--- config.mk ---
export PLATFORM = sky130hd
export DESIGN_NAME = shift_step_ctrl
export DESIGN_NICKNAME = d
export VERILOG_FILES = /design/src/rtl/shift_step_ctrl.sv
export SDC_FILE = /design/constraint.sdc
export NUM_CORES = 1
export LEC_CHECK = 0
export CAP_MARGIN = 20
export CELL_PAD_IN_SITES_DETAIL_PLACEMENT = 2
export CELL_PAD_IN_SITES_GLOBAL_PLACEMENT = 2
export CORE_MARGIN = 1
export CORE_UTILIZATION = 38
export CTS_BUF_LIST = sky130_fd_sc_hd__clkbuf_8
export DETAILED_ROUTE_END_ITERATION = 12
export GPL_TIMING_DRIVEN = 0
export PLACE_DENSITY = 0.95
export SETUP_SLACK_MARGIN = 0.15
export SLEW_MARGIN = 20
export SYNTH_ARGS = -nofsm -noshare
export SYNTH_HDL_FRONTEND = slang
export SYNTH_SLANG_ARGS = --single-unit
export TNS_END_PERCENT = 30
--- constraint.sdc ---
create_clock -name clk -period 4.55 [get_ports clk]
set_input_delay 0.6825 -clock clk [delete_from_list [all_inputs] [get_ports clk]]
set_output_delay 0.6825 -clock clk [all_outputs]
set_load 0.005 [all_outputs]
--- src/rtl/shift_step_ctrl.sv ---
// Button conditioning and word-state stage for the barrel shifter: sync, debounce,
// edge-detect, and a small FSM that issues one shifter step per accepted press.
module shift_step_ctrl #(
    parameter int WIDTH           = 16,
    parameter int DEBOUNCE_CYCLES = 1_000_000
) (
    input  logic             clk,
    input  logic             rst,
    input  logic             BTNR,
    input  logic             BTNL,
    input  logic             BTNC,
    input  logic             BTNU,
    input  logic [WIDTH-1:0] sw,
    input  logic [WIDTH-1:0] shout,
    output logic [WIDTH-1:0] data,
    output logic             shift_r,
    output logic             shift_l,
    output logic             shift_c,
    output logic [7:0]       step_count,
    output logic             busy
);

    // state | meaning
    // IDLE  | waiting for a load or a single-direction press
    // APPLY | one cycle: drive shifter controls, capture shout
    // HOLD  | wait until both R and L are debounced low
    typedef enum logic [1:0] {
        IDLE  = 2'd0,
        APPLY = 2'd1,
        HOLD  = 2'd2
    } state_t;

    localparam int            CW     = $clog2(DEBOUNCE_CYCLES + 1);
    localparam logic [CW-1:0] DB_MAX = CW'(DEBOUNCE_CYCLES);
    localparam int            IDX_R  = 0;
    localparam int            IDX_L  = 1;
    localparam int            IDX_C  = 2;
    localparam int            IDX_U  = 3;

    logic [3:0]       raw;
    logic [3:0]       sync1_q, sync2_q;
    logic [3:0]       db_q, db_d;
    logic [CW-1:0]    cnt_q [4];
    logic [CW-1:0]    cnt_d [4];
    logic [2:0]       db_rlu;
    logic [2:0]       dly_q;
    logic [2:0]       rise;
    logic             rise_r, rise_l, rise_u;
    logic             db_r, db_l, db_c;

    state_t           state_q, state_d;
    logic             dir_r_q, dir_r_d;
    logic             c_lat_q, c_lat_d;
    logic [WIDTH-1:0] data_q, data_d;
    logic [7:0]       step_q, step_d;

    assign raw = {BTNU, BTNC, BTNL, BTNR};

    // Debouncers: a level only flips after DB_MAX consecutive disagreeing cycles.
    always_comb begin
        for (int i = 0; i < 4; i++) begin
            db_d[i]  = db_q[i];
            cnt_d[i] = '0;
            if (sync2_q[i] != db_q[i]) begin
                if (cnt_q[i] == DB_MAX) begin
                    db_d[i] = sync2_q[i];
                end else begin
                    cnt_d[i] = cnt_q[i] + CW'(1);
                end
            end
        end
    end

    assign db_r   = db_q[IDX_R];
    assign db_l   = db_q[IDX_L];
    assign db_c   = db_q[IDX_C];
    assign db_rlu = {db_q[IDX_U], db_l, db_r};
    assign rise   = db_rlu & ~dly_q;
    assign rise_r = rise[0];
    assign rise_l = rise[1];
    assign rise_u = rise[2];

    always_ff @(posedge clk) begin
        if (rst) begin
            sync1_q <= '0;
            sync2_q <= '0;
            db_q    <= '0;
            dly_q   <= '0;
            for (int i = 0; i < 4; i++) begin
                cnt_q[i] <= '0;
            end
            dir_r_q <= 1'b0;
            c_lat_q <= 1'b0;
            data_q  <= '0;
            step_q  <= '0;
        end else begin
            sync1_q <= raw;
            sync2_q <= sync1_q;
            db_q    <= db_d;
            dly_q   <= db_rlu;
            for (int i = 0; i < 4; i++) begin
                cnt_q[i] <= cnt_d[i];
            end
            dir_r_q <= dir_r_d;
            c_lat_q <= c_lat_d;
            data_q  <= data_d;
            step_q  <= step_d;
        end
    end

    always_ff @(posedge clk) begin
        if (rst) begin
            state_q <= IDLE;
        end else begin
            state_q <= state_d;
        end
    end

    always_comb begin
        state_d = state_q;
        dir_r_d = dir_r_q;
        c_lat_d = c_lat_q;
        data_d  = data_q;
        step_d  = step_q;
        case (state_q)
            IDLE: begin
                // Load wins over any simultaneous R/L rise.
                if (rise_u) begin
                    data_d = sw;
                    step_d = '0;
                end else if ((rise_r && !db_l) || (rise_l && !db_r)) begin
                    dir_r_d = rise_r;
                    c_lat_d = db_c;
                    state_d = APPLY;
                end else if (rise_r || rise_l) begin
                    state_d = HOLD;
                end
            end
            APPLY: begin
                data_d  = shout;
                step_d  = step_q + 8'd1;
                state_d = HOLD;
            end
            HOLD: begin
                if (!db_r && !db_l) begin
                    state_d = IDLE;
                end
            end
            default: state_d = IDLE;
        endcase
    end

    always_comb begin
        shift_r = 1'b0;
        shift_l = 1'b0;
        shift_c = 1'b0;
        busy    = (state_q != IDLE);
        if (state_q == APPLY) begin
            shift_r = dir_r_q;
            shift_l = !dir_r_q;
            shift_c = c_lat_q;
        end
    end

    assign data       = data_q;
    assign step_count = step_q;

endmodule

# Word-level counts from Yosys, hierarchy flattened

Memory sizes are Yosys's and may differ from the RTL's.
Index checks and enable logic that the tools add are counted.

Register bits after elaboration: 43
Bits in writable memories: 80
Input port bits: 38
Output and inout port bits: 28
Logic and storage cells: 84
Memories kept: 1

Memory list:

| memory | depth | bits a word | rd ports | clocked after Yosys merged registers in | wr ports | line | text |
|---|---|---|---|---|---|---|---|
| cnt_q  | 4     | 20          | 4        | 0                                       | 4        | 43   | `logic [CW-1:0] cnt_q [4];` |

$add $sub $neg: 5
Equality and inequality tests: 14
Mux-type cells: 27
Bitwise operators: 7
Reductions and logical operators: 18

Operators with widths:

| operator                                                              | number |
|---|---|
| 20-bit two-way mux                                                    | 12 |
| 20-bit by 1-bit adder with 20-bit output, second input constant       | 4 |
| 20-bit equality test, second input constant                           | 4 |
| 16-bit case mux with 2 select lines                                   | 1 |
| 16-bit two-way mux                                                    | 1 |
| 8-bit case mux with 2 select lines                                    | 1 |
| 2-bit AND reduction                                                   | 5 |
| 8-bit by 1-bit adder with 8-bit output, second input constant         | 1 |
| 2-bit two-way mux                                                     | 4 |
| 8-bit two-way mux                                                     | 1 |
| 1-bit two-way mux                                                     | 6 |
| 2-bit != test, second input constant                                  | 3 |
| 2-bit case mux with 3 select lines                                    | 1 |
| 3-bit AND reduction                                                   | 2 |
| 1-bit != test                                                         | 4 |
| 1-bit bitwise OR                                                      | 4 |
| 2-bit nonzero test                                                    | 2 |
| 3-bit AND                                                             | 1 |
| 1-bit logical AND                                                     | 3 |
| 1-bit logical NOT                                                     | 3 |
| 3-bit != test, second input constant                                  | 1 |
| 3-bit NOT                                                             | 1 |
| 2-bit by 1-bit equality test with 1-bit output, second input constant | 1 |
| 2-bit equality test, second input constant                            | 1 |
| 3 further kinds                                                       | 4 |

# Depth between registers and ports, before layout

Depth after elaboration: 7
Depth in mapped cells: 7
Mapped depth without buffers: 6

# Worst setup path after synthesis

Ideal clock, no wire load.

Path kind: register -> register
Start: memory cnt_q[3][0] in the netlist's numbering
End: memory cnt_q[3][18] in the netlist's numbering
Setup time: 0.070 ns
Arrival: 1.836 ns
Required time: 4.480 ns
Path slack: 2.644 ns
Cell stages (with the launch flop): 7
Path buffers: 1
Period minus slack after synthesis: 1.906 ns
Cell sequence: dfxtp_1 -> ha_1 -> nand2_1 -> or4_1 -> buf_2 -> or4_1 -> a21oi_1

RTL lines:

| what               | line |
|---|---|
| start: declaration | 43 |

# Worst setup path after layout

Start: register state_q[1]
End: output port shift_r

Longest elaborated chain between the ends: 2

RTL lines:

| what                                           | line | text |
|---|---|---|
| start: declaration                             | 51   | `state_t state_q, state_d;` |
| start signal: assignment                       | 115  | `state_q <= state_d;` |
| 2-bit by 1-bit equality test with 1-bit output | 158  | `if (state_q == APPLY) begin` |
| 1-bit two-way mux                              | 158  |  |
| end: declaration                               | 16   | `output logic shift_r,` |

No other way between the ends.

==> impl_summary.log <==
INFO  metric synth_compound_gate_area_share = 0.106
INFO  metric max_slew_margin = 0.476
INFO  metric worst_slack = 1.82 ns
INFO  metric gr-usage-all-layers = 0.293
INFO  metric cts_root_buffer = sky130_fd_sc_hd__clkbuf_8
INFO  metric design.portCount = 66
INFO  metric postSynthAreaPerCell = 8.76 µm²
INFO  metric tightestPinTransition = 0.777 ns
INFO  metric synth_edf_count = 0
INFO  metric synth_top_area_cell = sky130_fd_sc_hd__dfxtp_1
INFO  metric post_route_wl = 20.5 mm
INFO  metric synth.distinct_cells = 40
INFO  metric timing.hold.worst.class = reg2reg
INFO  metric nets = 753
INFO  metric place_ws = 1.98 ns
INFO  metric cp_data_arrival_time = 2.05 ns
INFO  metric ys.flop_type = sky130_fd_sc_hd__dfxtp_1
INFO  metric synth_top_cells_by_area = sky130_fd_sc_hd__dfxtp_1 (45%), sky130_fd_sc_hd__xnor2_1 (7.1%), sky130_fd_sc_hd__nor2_1 (6.3%), sky130_fd_sc_hd__mux2i_1 (3.3%), sky130_fd_sc_hd__nand3_1 (3.1%)
INFO  metric power.ir.vdd_worst = 0.247 mV
INFO  metric yosys.area_share.xor_xnor = 0.0884
INFO  metric count_of_buffers_inserted_at_the_top_level_ports = 65
INFO  metric worstSkewPairLatency = 0.47 ns
INFO  metric area_share_of_the_largest_cell_type_after_synthesis = 0.452
INFO  metric viasPerCell = 5.63
INFO  metric clock-sinks = 123
INFO  metric rsz0062_at_grt = false
INFO  metric routabilityCongestion = 0.760
INFO  metric drc = 0
INFO  metric final.period_utilization = 0.601
INFO  metric synth-adder-area-share = 0.0207
INFO  metric timing.final.crit_period = 2.73 ns
INFO  metric timing.final.max_slew_violations = 0
INFO  metric starting_density_of_the_core = 0.391
INFO  metric drt_pre_antenna_iters = 4
INFO  metric leakage_power_total = 0.00200 µW
INFO  metric fp.dieArea = 0.0148 mm²
INFO  metric synth.area.mux_share = 0.0331
INFO  metric status = finished clean
INFO  metric detail-route-antenna-nets = 0
INFO  metric area_delta_synth_final = 23.7%
INFO  metric maximum_number_of_pins_on_one_net_before_global_route_repair = 17
INFO  metric cts-htree-levels = 4
INFO  metric cts_resized = 0
INFO  metric chipWidth = 122 µm
INFO  metric synth-seq-area-share = 0.452
INFO  metric r2r-start = state_q[0]$_SDFFE_PP0P_
INFO  metric cts_tree = done
INFO  metric worst_case_hold_slack = 0.439 ns
INFO  metric mapped_cells = 622
INFO  metric critPathKind = reg2out
INFO  metric num_antenna_cells = 0
INFO  metric worstPathMaxFanout = 7
INFO  metric worst_setup_path_start_kind = register
INFO  metric routed-via-count = 5064
INFO  metric die_height = 122 µm
INFO  metric cts-buffers-inserted = 17
INFO  metric totalNegativeSetupSlack = 0 ns
INFO  metric drt-initial-drc-count = 275
INFO  metric cts_buffer_depth = 2
INFO  metric power.density_cell_area = 327 mW/mm²
INFO  metric cts-hold-fix-buffers = 0
INFO  metric post_synth_instance_area = 0.00545 mm²
INFO  metric hold_path.startpoint = sync1_q[3]$_SDFF_PP0_
INFO  metric antenna_found_initial = 0
INFO  metric grt_first_pass_wirelength = 32.2 mm
INFO  metric number_of_synthesis_warnings = 0
INFO  metric placementRows = 43
INFO  metric grt_remaining_overflow = 0
INFO  metric post_syn_nets = 669
INFO  metric cts_setup_buffers = 0
INFO  metric async_flop_share = 0
INFO  metric final-hold-violation-count = 0
INFO  metric achievable-frequency = 366 MHz
INFO  metric startpoint = state_q[1]$_SDFFE_PP0P_
INFO  metric max-cap-violations = 0
INFO  metric layout-drive-gt1-share = 0.0584
INFO  metric largest_family_of_logic_cells_by_synthesized_area = simple AND/OR/NAND/NOR gates
INFO  metric core-area = 0.0139 mm²
INFO  metric setup_viol = 0
INFO  metric dpl.hpwl = 13.4 mm
INFO  metric end_kind = output port
INFO  metric synth_simple_gate_area_share = 0.263
INFO  metric worst-r2r-setup-slack = 2.22 ns
INFO  metric register_bit_count_reported_by_yosys = 123
INFO  metric timing.critical_path.required = 3.87 ns
INFO  metric fin_skew = 0.0152 ns
INFO  metric grt_pass1_vias = 5820
INFO  metric clkTransAtPathRegs = 0.08 ns
INFO  metric avgRoutedWirePerCell = 22.8 µm
worst paths after layout:
kind,to,cells past startpoint
worst min register to register,sync2_q[3]$_SDFF_PP0_,1
worst max-delay path,shift_r,4
worst min-delay path,sync2_q[3]$_SDFF_PP0_,1
worst max register to register,data[4]$_SDFFE_PP0P_,5
routing by layer:
layer	wire length (µm)	up-vias	GRT usage
met5	0	-	0
met2	11400	115	0.556
li1	-	2351	-
met4	899	0	0.160
met1	7620	2545	0.293
met3	654	53	0.0651
flip-flops by register name (all words and copies together), names as in the netlist, 2 cells and up:
signal      cells
cnt_q          80
data           16
db_q            4
dly_q           3
state_q         2
step_count      8
sync1_q         4
sync2_q         4
power breakdown:
part	leakage (µW)	switching, µW	total [µW]	internal (µW)
combinational	0.000802	29.1	66.5	37.4
sequential	0.000992	2.91	1080	1080
clock	0.000203	498	1050	556
total	0.00200	530	2200	1670
Yosys cell counts, drive strengths merged, types with 2 or more instances:
cell      n
o21a      4
nand3b    3
o21ai    24
a211oi   17
or3      21
and4      4
nor3     16
and3      7
nor2     93
mux2i    18
a21oi    28
nand4    13
o21ba     4
ha        9
xor2     11
xnor2    44
nand2    23
nor3b     3
nand3    36
nor4b    12
a21o      2
nor4      9
o211ai    2
nor2b    13
nor4bb    4
or4      12
buf       4
dfxtp   123
o31ai     8
inv      32
clkbuf   17
layout make-up:
type	count	area [µm²]
fillers	1523	7190
inverters	32	120
repair buffers	65	651
plain buffers	21	82.6
multi-input cells	446	2790
flip-flops and latches	123	2460
well taps	180	225
clock inverters	14	169
clock buffers	18	248
worst max-delay path, cell delays in order, from the launching register on:
cell and delay, ns:
sky130_fd_sc_hd__dfxtp_1 0.32, sky130_fd_sc_hd__clkbuf_1 0.31, sky130_fd_sc_hd__inv_1 0.19, sky130_fd_sc_hd__and3_1 0.24, sky130_fd_sc_hd__clkdlybuf4s50_1 0.51
cell usage in the layout, fill, tap and decap left out, types with 8 or more instances in the layout:
| master | count |
|---|---|
| sky130_fd_sc_hd__mux2i_1 | 18 |
| sky130_fd_sc_hd__nand3_1 | 34 |
| sky130_fd_sc_hd__a21oi_1 | 28 |
| sky130_fd_sc_hd__ha_1 | 9 |
| sky130_fd_sc_hd__xor2_1 | 11 |
| sky130_fd_sc_hd__clkbuf_8 | 18 |
| sky130_fd_sc_hd__or3_1 | 21 |
| sky130_fd_sc_hd__nor4b_1 | 12 |
| sky130_fd_sc_hd__nand2_1 | 23 |
| sky130_fd_sc_hd__or4_1 | 12 |
| sky130_fd_sc_hd__clkdlybuf4s50_1 | 65 |
| sky130_fd_sc_hd__inv_1 | 33 |
| sky130_fd_sc_hd__nor2_1 | 92 |
| sky130_fd_sc_hd__o31ai_1 | 8 |
| sky130_fd_sc_hd__dfxtp_1 | 123 |
| sky130_fd_sc_hd__nor4_1 | 9 |
| sky130_fd_sc_hd__nand4_1 | 13 |
| sky130_fd_sc_hd__xnor2_1 | 44 |
| sky130_fd_sc_hd__clkbuf_1 | 17 |
| sky130_fd_sc_hd__o21ai_0 | 24 |
| sky130_fd_sc_hd__nor2b_1 | 13 |
| sky130_fd_sc_hd__nor3_1 | 16 |
| sky130_fd_sc_hd__a211oi_1 | 17 |
logic make-up after synthesis:
kind of cell,count (synthesis)
AND/OR/NAND/NOR,271
AO/OA/AOI/OAI,93
buffers and inverters,53
flip-flops,123
XOR/XNOR,55
adder cells (fa/ha/maj),9
multiplexers,18
stage by stage:
step | total power, µW | instances | instance area (µm²) | utilization
after detailed placement | 1170 | 867 | 6330 | 0.454
after global routing | 2270 | 899 | 6740 | 0.484
final | 2200 | 899 | 6740 | 0.484
after CTS | 2220 | 899 | 6740 | 0.484
after floorplan | 1130 | 622 | 5450 | -
after global placement | 1170 | 867 | 6330 | 0.454
Note: power is estimated with default switching activity, not from simulation.
